### src/rtl/serial_add_pkg.sv
// Shared types and constants for the bit-serial adder.
package serial_add_pkg;

    // Default operand width.
    localparam int unsigned DEFAULT_WIDTH = 8;

    // Controller states; the unused encoding 2'd3 is treated as IDLE.
    typedef enum logic [1:0] {
        IDLE = 2'd0,
        RUN  = 2'd1,
        DONE = 2'd2
    } state_e;

endpackage

### src/rtl/full_add.sv
// One-bit full adder built from two half-adder cells and an OR.
module full_add (
    input  logic in1,
    input  logic in2,
    input  logic cin,
    output logic sum,
    output logic cout
);

    logic ha1_s;
    logic ha1_c;
    logic ha2_c;

    // First half adder on the operand bits, second folds in the carry.
    always_comb begin
        ha1_s = in1 ^ in2;
        ha1_c = in1 & in2;
        sum   = ha1_s ^ cin;
        ha2_c = ha1_s & cin;
        cout  = ha1_c | ha2_c;
    end

endmodule

### src/rtl/serial_add.sv
// Bit-serial adder: accepts an operand pair, adds LSB-first one bit per clock
// through a single full adder with a registered carry, then presents the result.
module serial_add
    import serial_add_pkg::*;
#(
    parameter int unsigned WIDTH = DEFAULT_WIDTH
) (
    input  logic             sys_clk,
    input  logic             sys_rst_n,
    input  logic             in_valid,
    output logic             in_ready,
    input  logic [WIDTH-1:0] a,
    input  logic [WIDTH-1:0] b,
    output logic             out_valid,
    input  logic             out_ready,
    output logic [WIDTH-1:0] sum,
    output logic             cout
);

    localparam int unsigned CW = $clog2(WIDTH);
    localparam logic [CW-1:0] LAST = CW'(WIDTH - 1);

    state_e           state_q, state_d;
    logic [WIDTH-1:0] a_sh_q, a_sh_d;
    logic [WIDTH-1:0] b_sh_q, b_sh_d;
    logic [WIDTH-1:0] sum_sh_q, sum_sh_d;
    logic             carry_q, carry_d;
    logic [CW-1:0]    cnt_q, cnt_d;
    logic             fa_sum;
    logic             fa_cout;

    full_add u_full_add (
        .in1  (a_sh_q[0]),
        .in2  (b_sh_q[0]),
        .cin  (carry_q),
        .sum  (fa_sum),
        .cout (fa_cout)
    );

    // Next-state and handshake decode; outputs depend only on registered state.
    always_comb begin
        state_d   = state_q;
        a_sh_d    = a_sh_q;
        b_sh_d    = b_sh_q;
        sum_sh_d  = sum_sh_q;
        carry_d   = carry_q;
        cnt_d     = cnt_q;
        in_ready  = 1'b0;
        out_valid = 1'b0;
        case (state_q)
            RUN: begin
                sum_sh_d = {fa_sum, sum_sh_q[WIDTH-1:1]};
                carry_d  = fa_cout;
                a_sh_d   = a_sh_q >> 1;
                b_sh_d   = b_sh_q >> 1;
                cnt_d    = cnt_q + CW'(1);
                if (cnt_q == LAST) begin
                    state_d = DONE;
                end
            end
            DONE: begin
                out_valid = 1'b1;
                if (out_ready) begin
                    state_d = IDLE;
                end
            end
            default: begin
                // IDLE and the unused encoding behave identically.
                in_ready = 1'b1;
                if (in_valid) begin
                    a_sh_d  = a;
                    b_sh_d  = b;
                    carry_d = 1'b0;
                    cnt_d   = '0;
                    state_d = RUN;
                end
            end
        endcase
    end

    // State, shift registers, counter and carry flop.
    always_ff @(posedge sys_clk or negedge sys_rst_n) begin
        if (!sys_rst_n) begin
            state_q  <= IDLE;
            a_sh_q   <= '0;
            b_sh_q   <= '0;
            sum_sh_q <= '0;
            carry_q  <= 1'b0;
            cnt_q    <= '0;
        end else begin
            state_q  <= state_d;
            a_sh_q   <= a_sh_d;
            b_sh_q   <= b_sh_d;
            sum_sh_q <= sum_sh_d;
            carry_q  <= carry_d;
            cnt_q    <= cnt_d;
        end
    end

    // Result is held in the registers until the next RUN overwrites it.
    assign sum  = sum_sh_q;
    assign cout = carry_q;

endmodule

### config.mk
export PLATFORM = sky130hd
export DESIGN_NAME = serial_add
export DESIGN_NICKNAME = d
export VERILOG_FILES = /design/src/rtl/serial_add_pkg.sv /design/src/rtl/full_add.sv /design/src/rtl/serial_add.sv
export SDC_FILE = /design/constraint.sdc
export NUM_CORES = 1
export LEC_CHECK = 0
export ABC_AREA = 1
export CELL_PAD_IN_SITES_DETAIL_PLACEMENT = 0
export CELL_PAD_IN_SITES_GLOBAL_PLACEMENT = 1
export CORE_MARGIN = 1.5
export CORE_UTILIZATION = 40
export DETAILED_ROUTE_END_ITERATION = 8
export GPL_TIMING_DRIVEN = 0
export PLACE_DENSITY = 0.82
export SLEW_MARGIN = 0
export SYNTH_ARGS = -nofsm -noshare
export SYNTH_HDL_FRONTEND = slang
export SYNTH_SLANG_ARGS = --single-unit
### constraint.sdc
create_clock -name sys_clk -period 1.9 [get_ports sys_clk]
set_input_delay 0.19 -clock sys_clk [delete_from_list [all_inputs] [get_ports sys_clk]]
set_output_delay 0.19 -clock sys_clk [all_outputs]
set_load 0.05 [all_outputs]
==> Yosys cells after proc, flatten, opt, wreduce, memory -nomap -nowiden <==
Index checks and enable logic that the tools add are counted.
{ "word_totals": {"register_bits": 30, "out_inout_bits": 11} }
{ "classes": {"bitwise": 6, "eq_ne": 5, "addsub": 1, "reduce_logical": 5, "muxes": 14} }
{ "ops": {"columns": ["cell", "count"], "rows": [
  ["8-bit case mux with 2 select lines", 2],
  ["8-bit two-way mux", 2],
  ["2-bit two-way mux", 3],
  ["3-bit case mux with 2 select lines", 1],
  ["2-bit != test, second input constant", 2],
  ["2-bit case mux with 2 select lines", 1],
  ["3-bit by 1-bit adder with 3-bit output, second input constant", 1],
  ["3-bit == test, second input constant", 1],
  ["1-bit two-way mux", 3],
  ["3-bit two-way mux", 1],
  ["3-bit AND reduction", 1],
  ["3-bit nonzero test", 1],
  ["1-bit bitwise AND", 2],
  ["2-bit by 1-bit == test with 1-bit output, second input constant", 1],
  ["2-bit == test, second input constant", 1],
  ["1-bit case mux with 2 select lines", 1],
  ["2-bit AND reduction", 1],
  ["2-bit nonzero test", 1],
  ["2-bit OR reduction", 1],
  ["1-bit XOR", 2],
  ["1-bit inverter", 1],
  ["1-bit bitwise OR", 1]
]} }

==> Depth between registers and ports, before layout <==
{ "depth": {"ltp_word": 4, "depth_mapped": 9, "mapped_depth_nobuf": 7} }

==> By module <==
A second synthesis with hierarchy kept.
{ "hier_totals": {"cells_unflattened": 187, "area_unflattened_um2": 1480.2} }
{ "by_module_without_submodules": {"columns": ["module", "n_inst", "seq_area_each_um2", "cells_each", "area_per_inst_um2"], "rows": [
  ["serial_add", 1, 750.7, 186, 1460.2],
  ["full_add", 1, 0.0, 1, 20.0]
]} }

==> Worst setup path after synthesis <==
No wires, ideal clock.
{ "synth_timing": {"kind": "reg2reg", "startpoint": "reg state_q[0]", "endpoint": "reg state_q[0]", "path_buffers": 0, "arrival_ps": 1535, "path_stages_with_launch": 8, "required_time_ps": 1781, "setup_slack_ps": 246, "path_cell_list": "dfrtp_1 -> inv_1 -> ha_1 -> inv_1 -> nand2_1 -> nand3_1 -> nand2_1 -> nand2_1"} }
{ "synth_via": {"elab_chain_len": 3} }
{ "synth_lines": {"columns": ["element", "line_no", "rtl"], "rows": [
  ["from (decl)", "serial_add.sv:23", "state_e state_q, state_d;"],
  ["from (signal assigned)", "serial_add.sv:91", "state_q <= state_d;"],
  ["2-bit by 1-bit == test with 1-bit output / 2-bit == test (equally long branches)", "serial_add.sv:50", "case (state_q)"],
  ["2-bit != test (no source line) / 3-bit nonzero test (equally long branches)", null, null],
  ["3-bit AND reduction (no source line)", null, null]
]} }
Parallel ways exist; a longest one is shown, timed or not.
A chain may end at the register's enable or synchronous reset.

==> Final worst setup path <==
{ "layout_timing": {"startpoint": "reg state_q[0]", "endpoint": "out in_ready"} }
{ "layout_via": {"elab_chain_len": 3} }
{ "layout_lines": {"columns": ["element", "line_no", "rtl"], "rows": [
  ["2-bit == test / 2-bit by 1-bit == test with 1-bit output (equally long branches)", "serial_add.sv:50", null],
  ["2-bit OR reduction (no source line) *", null, null],
  ["1-bit two-way mux *", "serial_add.sv:50", null],
  ["to (decl)", "serial_add.sv:11", "output logic in_ready,"]
]} }
Mark *: on every way between the ends. The rest lies on a longest branch, timed or not.

==> flow_metrics.tcl <==
set metrics [dict create \
    vias_per_cell 4.53 \
    antennaDiodeCount 0 \
    grt_max_degree 31 \
    multiInputGateArea_um2 653 \
    path_class "flop to primary output" \
    gp_congestion 0.776 \
    critPathCaptureType "primary output" \
    syn_nets 212 \
    synthDistinctLibCells 18 \
    finish.net_count 250 \
    power_uw 3520 \
    synthesis.area_mm2 0.00153 \
    clkLatencyLatePin_ns 0.28 \
    drt_iter0_markers 42 \
    worstPathRequired_ns 1.71 \
    async_reset_ff_frac 1.00 \
    critPathArrivalTime_ns 1.55 \
    row_count 22 \
    drtAntennaViolNets 0 \
    regArea_um2 751 \
    tightest_slew_ns 0.657 \
    p_per_area_mw_per_mm2 1780 \
    start_util 0.418 \
    ys_seq_area_frac 0.491 \
    grt_pass1_vias 1204 \
    min_path_type "flop to flop" \
    wl_per_cell_um 11.1 \
    cts_setup_buffers 0 \
    cp_max_fo 4 \
    relSlewSlack 0.562 \
    slowest_stage "dlygate4sd2_1" \
    outcome "finished, final reports clean" \
    first_pass_iters 4 \
    min_path_cells 2 \
    cpPeakStageDelay_ns 0.53 \
    dp_hpwl_um 2210 \
    synthFlopType "dfrtp_1" \
    fmax_mhz 576 \
    cp-start-kind "flop" \
    avgSynthCellArea_um2 8.22 \
    drt_wl_total_um 3020 \
    cts_tree "done" \
    h-tree-depth 2 \
    final.min_clock_period_ns 1.74 \
    die_y_um 64.8 \
    finalHoldViolations 0 \
    dr_total_vias 1236 \
    fin_tns_setup_ns 0 \
    reg2regPathDepth 7 \
    clock_sinks 30 \
    ys_warn_count 0 \
    path_clk_slew_ns 0.06 \
    timing.final.crit_share 0.913 \
    area_growth_pct 29.5 \
    rsz0062_at_grt "no" \
    maxSlewViolCount 0 \
    drv_cap 0 \
    root_buffer "clkbuf_8" \
    synth-edff-count 0 \
    fin_skew_ns 0.00463 \
    final_cell_mix "105 x nand2_1, 30 x dfrtp_1, 27 x clkdlybuf4s50_1" \
    grt_usage 0.162 \
    grt-ovfl-total 0 \
    numCtsBuffers 5 \
    final_common_cell "nand2_1" \
    num_io_pins 31 \
    antenna_found_initial 0 \
    cp_cell_sequence "inv_1, ha_1, dlygate4sd2_1" \
    fp.coreArea_mm2 0.00366 \
    die_area_mm2 0.00420 \
    nFillCells 366 \
    grt_pass1_wl_um 5190 \
    clock_path_buffers 2 \
    vdd_ir_drop_max_mv 0.858 \
    setup_viol 0 \
    p_leak_uw 0.00105 \
    die_x_um 64.8 \
    synth_cells 186 \
    ys_ff_latch 30 \
    io_buffers 30 \
    drc 0 \
    drive_gt1_frac 0.138 \
]
logic make-up after synthesis:
family                     synth area share
AOI/OAI and AO/OA                    0.0237
buffers and inverters                0.0818
and+or+nand+nor                       0.349
DFF                                   0.491
adders and majority gates            0.0540
synthesized netlist by cell type, types with 2 or more instances:
master | count | area share
nand4_1 | 2 | 0.0082
ha_1 | 5 | 0.041
nand2_2 | 10 | 0.041
o21ai_1 | 3 | 0.0098
inv_1 | 9 | 0.022
buf_6 | 3 | 0.022
dfrtp_1 | 30 | 0.49
nor2_8 | 2 | 0.026
buf_2 | 2 | 0.0065
o21ai_0 | 3 | 0.0098
nand2_1 | 105 | 0.26
nand3_1 | 5 | 0.016
buf_4 | 2 | 0.0098
repair_timing:
item / 4_1_cts / 5_1_grt
hold buffers: 0 / 1
endpoints found under the hold margin: 0 / 30
endpoints found under the setup margin: 2 / 1
resized for setup: 2 / 2
per-layer routing:
metal  global-route usage  wire length [µm]  up-vias  part of all wire
met4               0.0559                36        0             0.012
li1                     -                 -      639                 -
met2                0.262              1440       29              0.48
met1                0.207              1340      563              0.45
met3               0.0469               200        5             0.066
met5                    0                 0        -                 0
worst max-delay path, delay by kind of cell (launching register included):
| kind | cells | cell delay [ns] |
|---|---|---|
| buf+inv | 2 | 0.59 |
| flops | 1 | 0.40 |
| fa+ha+maj | 1 | 0.29 |
power by group:
| part | switching, µW | total [µW] | internal (µW) |
|---|---|---|---|
| Clock | 219 | 511 | 291 |
| Sequential | 180 | 1110 | 933 |
| Combinational | 1210 | 1890 | 686 |
| Total | 1610 | 3520 | 1910 |
final cells by class:
type / instances / area share
multi-input cells: 137 / 0.330
repair buffers: 31 / 0.151
clock inverters: 1 / 0.00253
clock buffers: 7 / 0.0436
flip-flops and latches: 30 / 0.379
plain buffers: 8 / 0.0398
inverters: 11 / 0.0234
well taps: 48 / 0.0303
final timing paths:
| check | endpoint | slack (ns) | start |
|---|---|---|---|
| min | a_sh_q[6] | 0.47 | a_sh_q[6] |
| min reg2reg | a_sh_q[6] | 0.47 | a_sh_q[6] |
| min in group asynchronous | a_sh_q[3] | 0.48 | sys_rst_n |
| max | in_ready | 0.16 | state_q[0] |
| max in group asynchronous | state_q[0] | 0.99 | sys_rst_n |
| max reg2reg | state_q[0] | 0.47 | state_q[0] |
flip-flops by register name, summed over array words and instances, names as in the netlist:
name / cells
state_q: 2
sum: 8
cnt_q: 3
a_sh_q: 8
cout: 1
b_sh_q: 8
metrics by stage:
step                      worst slack, ns  instances  hold WS (ns)  area, µm²   util
after floorplan                     0.246        186        -0.106       1530      -
after global placement             0.0810        264         0.454       1890  0.516
after detailed placement           0.0382        264         0.458       1890  0.516
after CTS                          0.0231        272         0.474       1980  0.540
after global routing               0.0851        273         0.489       1980  0.541
final                               0.165        273         0.471       1980  0.541
Power figures use the tool's default switching activity.
